===== src/rtl/sensor_ni_pkg.sv =====
// Purpose: shared constants for the sensor network-interface packetizer.
// Latency: n/a (types and constants only).
// Backpressure: n/a.
package sensor_ni_pkg;

    // Flit type codes in the two MSBs of every flit
    localparam logic [1:0] FLIT_TYPE_HEAD = 2'b10;
    localparam logic [1:0] FLIT_TYPE_TAIL = 2'b01;
    localparam int         FLIT_TYPE_W    = 2;

    // Head flit fields, offsets counted down from the flit MSB
    localparam int HDR_DEST_W   = 4;
    localparam int HDR_SRC_W    = 4;
    localparam int HDR_IDX_W    = 8;
    localparam int HDR_DEST_OFS = FLIT_TYPE_W;
    localparam int HDR_SRC_OFS  = HDR_DEST_OFS + HDR_DEST_W;
    localparam int HDR_IDX_OFS  = HDR_SRC_OFS + HDR_SRC_W;

    // Packetizer FSM encoding
    typedef enum logic [1:0] {
        ST_IDLE = 2'd0,
        ST_HEAD = 2'd1,
        ST_TAIL = 2'd2
    } state_t;

endpackage


===== src/rtl/fixed_priority_encoder.sv =====
// Purpose: fixed-priority arbiter, bit 0 wins; one-hot grant, binary index, any flag.
// Latency: purely combinational.
// Backpressure: none.
module fixed_priority_encoder
    import sensor_ni_pkg::*;
#(
    parameter int N = 4
) (
    input  logic [N-1:0]         req,
    output logic [N-1:0]         gnt,
    output logic [HDR_IDX_W-1:0] idx,
    output logic                 any
);

    // Scan from the top down so the lowest set bit is the last (winning) assignment
    always_comb begin
        gnt = '0;
        idx = '0;
        for (int i = N - 1; i >= 0; i--) begin
            if (req[i]) begin
                gnt    = '0;
                gnt[i] = 1'b1;
                idx    = HDR_IDX_W'(i);
            end
        end
        any = |req;
    end

endmodule


===== src/rtl/priority_sensor_packetizer.sv =====
// Purpose: grant one pending sensor interrupt, pulse its clear, inject a head+tail event packet.
// Latency: clear pulse and head flit one cycle after capture; tail follows head acceptance.
// Backpressure: flit_ready low holds the current flit stable; interrupts are not sampled until IDLE.
module priority_sensor_packetizer
    import sensor_ni_pkg::*;
#(
    parameter int         NUM_SENSORS = 4,
    parameter int         FLIT_W      = 32,
    parameter int         TS_W        = 16,
    parameter logic [3:0] LOCAL_ID    = 4'd0,
    parameter logic [3:0] DEST_ID     = 4'd0
) (
    input  logic                   clk,
    input  logic                   grst,
    input  logic [NUM_SENSORS-1:0] interrupt_in,
    output logic [NUM_SENSORS-1:0] clr_out,
    output logic [FLIT_W-1:0]      flit_out,
    output logic                   flit_valid,
    input  logic                   flit_ready,
    output logic                   busy
);

    state_t                 state_q, state_d;
    logic [TS_W-1:0]        ts_cnt_q, ts_cnt_d;
    logic [TS_W-1:0]        ts_q, ts_d;
    logic [HDR_IDX_W-1:0]   idx_q, idx_d;
    logic [NUM_SENSORS-1:0] clr_q, clr_d;

    logic [NUM_SENSORS-1:0] enc_gnt;
    logic [HDR_IDX_W-1:0]   enc_idx;
    logic                   enc_any;

    fixed_priority_encoder #(
        .N (NUM_SENSORS)
    ) u_enc (
        .req (interrupt_in),
        .gnt (enc_gnt),
        .idx (enc_idx),
        .any (enc_any)
    );

    // Next state: arbitrate only in IDLE, then walk head and tail through the ready handshake
    always_comb begin
        state_d  = state_q;
        ts_cnt_d = ts_cnt_q + TS_W'(1);
        ts_d     = ts_q;
        idx_d    = idx_q;
        clr_d    = '0;
        case (state_q)
            ST_IDLE: begin
                if (enc_any) begin
                    idx_d   = enc_idx;
                    ts_d    = ts_cnt_q;
                    clr_d   = enc_gnt;
                    state_d = ST_HEAD;
                end
            end
            ST_HEAD: begin
                if (flit_ready) begin
                    state_d = ST_TAIL;
                end
            end
            ST_TAIL: begin
                if (flit_ready) begin
                    state_d = ST_IDLE;
                end
            end
            default: begin
                state_d = ST_IDLE;
            end
        endcase
    end

    // State and latched fields; reset abandons any packet in flight
    always_ff @(posedge clk) begin
        if (grst) begin
            state_q  <= ST_IDLE;
            ts_cnt_q <= '0;
            ts_q     <= '0;
            idx_q    <= '0;
            clr_q    <= '0;
        end else begin
            state_q  <= state_d;
            ts_cnt_q <= ts_cnt_d;
            ts_q     <= ts_d;
            idx_q    <= idx_d;
            clr_q    <= clr_d;
        end
    end

    // Flit mux decoded from registered state and latched fields only
    always_comb begin
        flit_out = '0;
        case (state_q)
            ST_HEAD: begin
                flit_out[FLIT_W-1 -: FLIT_TYPE_W]              = FLIT_TYPE_HEAD;
                flit_out[FLIT_W-1-HDR_DEST_OFS -: HDR_DEST_W]  = DEST_ID;
                flit_out[FLIT_W-1-HDR_SRC_OFS -: HDR_SRC_W]    = LOCAL_ID;
                flit_out[FLIT_W-1-HDR_IDX_OFS -: HDR_IDX_W]    = idx_q;
            end
            ST_TAIL: begin
                flit_out[FLIT_W-1 -: FLIT_TYPE_W] = FLIT_TYPE_TAIL;
                flit_out[TS_W-1:0]                = ts_q;
            end
            default: begin
                flit_out = '0;
            end
        endcase
    end

    assign clr_out    = clr_q;
    assign flit_valid = (state_q != ST_IDLE);
    assign busy       = (state_q != ST_IDLE);

endmodule


===== config.mk =====
export PLATFORM = sky130hd
export DESIGN_NAME = priority_sensor_packetizer
export DESIGN_NICKNAME = d
export VERILOG_FILES = /design/src/rtl/sensor_ni_pkg.sv /design/src/rtl/fixed_priority_encoder.sv /design/src/rtl/priority_sensor_packetizer.sv
export SDC_FILE = /design/constraint.sdc
export NUM_CORES = 1
export LEC_CHECK = 0
export ABC_AREA = 1
export CORE_ASPECT_RATIO = 1.25
export CORE_MARGIN = 4
export CORE_UTILIZATION = 30
export CTS_CLUSTER_SIZE = 12
export DETAILED_ROUTE_END_ITERATION = 12
export SLEW_MARGIN = 10
export SYNTH_ARGS = -nofsm -noshare
export SYNTH_HDL_FRONTEND = slang
export SYNTH_HIERARCHICAL = 1
export SYNTH_SLANG_ARGS = --single-unit

===== constraint.sdc =====
create_clock -name clk -period 2.4 [get_ports clk]
set_input_delay 0.6 -clock clk [delete_from_list [all_inputs] [get_ports clk]]
set_output_delay 0.6 -clock clk [all_outputs]
set_load 0.05 [all_outputs]

* Word level (Yosys, flattened, before mapping)
Index checks and enable logic that the tools add are counted.
W data, S select, Z words.
** Storage, ports and cells
- Flip-flop bits (word level) :: 46
- Bits of input ports :: 7
- Logic and storage cells :: 41
** Cells by class
- Add/subtract/negate cells :: 1
- Equal/unequal tests :: 5
- Multiplexer cells :: 16
- Bitwise logic cells :: 2
- Reduce and logical (&&, ||, !) cells :: 9
** Operators with widths (number)
- $add A16 B1 Y16 const B :: 1
- $mux W2 :: 8
- $mux W14 :: 1
- $pmux W2 S2 :: 2
- $reduce_or A4 Y1 :: 2
- $mux W6 :: 1
- $ne A2 B2 Y1 const B :: 3
- $pmux W2 S3 :: 1
- $reduce_or A6 Y1 :: 1
- $reduce_or A5 Y1 :: 1
- $mux W4 :: 1
- $mux W3 :: 1
- $reduce_and A3 Y1 :: 1
- $reduce_or A3 Y1 :: 1
- $eq A2 B1 Y1 const B :: 1
- $eq A2 B2 Y1 const B :: 1
- $logic_not A2 Y1 :: 1
- $not A1 Y1 :: 2
- $reduce_and A2 Y1 :: 1
- $reduce_bool A2 Y1 :: 1
- $mux W1 :: 1

* Depth between registers and ports, before layout
- Depth after elaboration :: 4
- Mapped depth :: 8
- Mapped depth without buffers :: 7

* By module
Netlist, hierarchy kept.
** By module, submodules not included
- priority_sensor_packetizer :: instances 1, cells an instance 312, area each 2143.3 um^2
- fixed_priority_encoder :: instances 1, cells an instance 22, area each 113.9 um^2

* Least setup slack after synthesis
Ideal clock, no wire load.
- Kind :: register -> output
- From :: register state_q[1]
- To :: output port flit_out[14]
- Data arrival time :: 1.560 ns
- Data required time :: 1.800 ns
- Slack :: 0.240 ns
- Cell stages (with the launch flop) :: 6
- Path buffers :: 1
- Path through :: dfxtp_1 > inv_1 > ha_1 > buf_2 > nand2_1 > a21oi_1
** On the way
- Longest elaborated chain between the ends :: 2
- Elaborated cells on any way between the ends :: 3
** RTL lines
- start: declaration :: RTL line priority_sensor_packetizer.sv:23 : state_t state_q, state_d;
- start signal: assignment :: RTL line priority_sensor_packetizer.sv:83 : state_q <= state_d;
- $eq A2 B2 Y1 / $eq A2 B1 Y1 (equally long branches) :: RTL line priority_sensor_packetizer.sv:94 : case (state_q)
- $pmux W2 S2 (*) :: RTL line priority_sensor_packetizer.sv:94
- end: declaration :: RTL line priority_sensor_packetizer.sv:17 : output logic [FLIT_W-1:0] flit_out,
Mark *: on every way between the ends. The rest lies on a longest branch, timed or not.

* Worst setup path in the final report
- From :: register state_q[0]
- To :: output port flit_out[9]
** On the way
- Longest elaborated chain between the ends :: 2
** RTL lines (RTL line)
- $eq A2 B2 Y1 :: priority_sensor_packetizer.sv:94
- $mux W14 :: priority_sensor_packetizer.sv:94
No other way between the ends.

==> results.md <==
- Run status: finished clean
- Site Rows: 35
- Adder-cell share of the synthesized area: 0.0388
- Number of setup buffers added after CTS: 0
- Max Slew Vio Count: 0
- Library cell used as clock root buffer: clkbuf_8
- Sequential Area: about 900 sq um
- Synth area leader: dfxtp_1
- Insertion delay to the later sink of the worst-skew pair: 0.30 ns
- Setup clock skew after layout: slightly below 0.008 ns
- Post-layout util: 0.402
- Number of top-level pins: 45
- Avg Synthesized Cell Area: approximately 6.8 sq um
- Clock slew at the register clock pins of the worst setup and hold paths: about 0.09 ns
- Number of clock sinks seen by CTS: 46
- CTS max path bufs: 2
- Count of synthesis-stage warnings from yosys: 6
- First-pass GRT wire length: 7940 microns
- Multi-input logic area: 998 sq um
- Placeable core region: about 0.0074 sq mm
- Setup crit start kind: register
- Chip width: about 86 microns
- IR Drop Worst-Case VDD: ~0.00065 V
- Fraction of final layout cells sized beyond drive strength 1: 0.128
- Static Leakage: approximately 1.4 nW
- Smallest hold slack: between 0.4 and 0.5 ns
- Drt pass-1 iters: 4
- Number of levels in the clock H-tree: 2
- Max capacitance violation total: 0
- Multiplexer fraction of the synthesized cell area: 0
- Die Height: around 100 microns
- Register area share after synthesis: 0.408
- Global placer's final weighted congestion: 0.862
- Total number of vias: between 1.5k and 2k
- Register-to-register setup slack: between 0.8 and 0.9 ns
- Required time of the critical path: 1.80 ns
- Sum of net half-perimeters after detailed placement: ~3400 microns
- Max-slew headroom: 0.664
- Critical Setup Path Class: register to output pin
- Starting density of the core: 0.307
- Setup repair after global routing missed its margin: false
- CTS tree: yes
- Simple-gate portion of the synthesized area: 0.253
- Flop and latch count out of synthesis: 46
- Post-Layout Cell Count: roughly 460
- Antenna-violating nets left: 0
- Finish-stage setup viols: 0
- Min-delay worst type: register to register
- Number of unique standard cell types used by synthesis: 21
- Post-DR vias/cell: 4.21
- Minimum clock period after layout: approximately 2.2 ns
- Critical path peak fanout: 13
- Combined area of all synthesized cells: ~0.0023 sq mm
- Total length of routed wires: 4480 microns
- Wire length per cell after detailed routing: 9.79 microns
- Commonest cells after routing, fill and taps aside: 64 x nor2_1, 60 x nand2_1, 50 x inv_1, 46 x dfxtp_1, 33 x o21ai_0
- Area growth, synth to finish: 30.9%
- Cell types with the largest area share after synthesis: dfxtp_1 41%, nor2_1 11%, nand2_1 10%
- Cell area after layout: 0.00295 sq mm
- IO Port Bufs: 36
- Placement-stage cell area: roughly 0.0028 sq mm
- Crit end category: output pin
- DRC violation total after the first TritonRoute iteration: ~110
- Endpoint arrival time on the critical path: 1.57 ns
- Number of global-route vias before repair: ~1.8k
- Post-route fraction of the period consumed by the critical path: 0.906
- Max Clock Freq: 460 MHz
- Overall Global Routing Usage: 0.106
- Gate Count Post-Synth: around 330
- Pin count of the biggest net entering global routing: between 40 and 50
- Measured slew at the worst slew-check pin: just over 0.5 ns
- PD cells: between 900 and 1000 mW/mm^2
- Most common cell after layout, fill and taps aside: nor2_1
- Number of antenna violations at the first check in global routing: 0
- Total overflow reported by the global router: 0
- Number of buffers inserted during clock tree synthesis: 5
- Complex-gate fraction of the synthesized area: 0.126
- Placed instance count: between 400 and 500
- Number of hold violations in the final report: 0
- Xor/xnor share of the synthesized area: 0
- Nets@finish: 379
- Fillers: roughly 800
- Die Footprint: about 0.009 sq mm
- DR DRC count: 0
- Antenna cell count: 0
- Share of the synthesized area in the top cell type: 0.408
- Summed negative setup slack over all endpoints: 0 ns
- Dominant combinational cell family by area after synthesis: simple AND/OR/NAND/NOR gates
-- what timing repair did --
action | CTS | global route
endpoints found under the setup margin | 0 | 3
gates resized for setup | 0 | 3
endpoints found under the hold margin | 0 | 0
hold buffers | 0 | 0
-- final cells by class --
type	count	share of cell area
sequential	46	0.312
clock inverter	1	0.0102
inverter	54	0.0686
clock buffer	7	0.0258
tap	92	0.0390
multi-input combinational	218	0.338
timing repair buffer	40	0.207
-- per-layer routing --
metal  track usage  routed length (microns)  up-vias
met5             0                        0        -
met4        0.0238                       38        0
met3        0.0276                      206        4
met2         0.195                     2290       37
met1         0.119                     1950      843
li1              -                        -     1043
-- synthesized netlist by cell type --
master and count:
inv_1 50, nor2_4 1, o21ai_0 33, ha_1 7
conb_1 2, a21oi_1 20, inv_2 4, nand4_1 2
o21bai_1 1, nand2_1 60, nor2_1 64, buf_4 19
buf_1 1, dfxtp_1 46, buf_2 5, o21bai_2 1
nor3_1 1, nand3_1 8, clkbuf_1 3, nand2_2 4
nor2_2 2
-- report_power, final --
group          internal, mW  total [mW]  leakage [nW]  switching, mW
Combinational         0.405        1.14         0.997          0.731
Sequential            0.924        1.01         0.377         0.0851
Clock                 0.312       0.566        0.0524          0.254
-- final timing paths --
kind                               endpoint  cells past startpoint        start
worst max-delay path            flit_out[9]                      6   state_q[0]
worst min-delay path            ts_cnt_q[0]                      1  ts_cnt_q[0]
worst max register to register   state_q[0]                      7   state_q[0]
worst min register to register  ts_cnt_q[0]                      1  ts_cnt_q[0]
-- worst max-delay path, cell delays in order, from the launching register on --
cell and delay, ns:
dfxtp_1 0.35, inv_1 0.13, ha_1 0.26, buf_4 0.22, nand2_1 0.07, inv_1 0.10, buf_12 0.14
-- stage by stage --
stage / total power [mW] / setup slack, ns
final: 2.71 / 0.226
after global routing: 2.90 / 0.0622
after CTS: 2.74 / 0.0201
after detailed placement: 2.17 / 0.306
after global placement: 2.16 / 0.363
after floorplan: 1.83 / 0.240
-- kinds of logic after synthesis --
group,Yosys count
adder cells (fa/ha/maj),7
flip-flops,46
buffers and inverters,82
other,2
AND/OR/NAND/NOR,142
AO/OA/AOI/OAI,55
-- sequential cells by signal (all words and copies together) (netlist names) --
name / count
idx_q: 8
ts_q: 16
state_q: 2
ts_cnt_q: 16
clr_out: 4
Power figures use the tool's default switching activity.
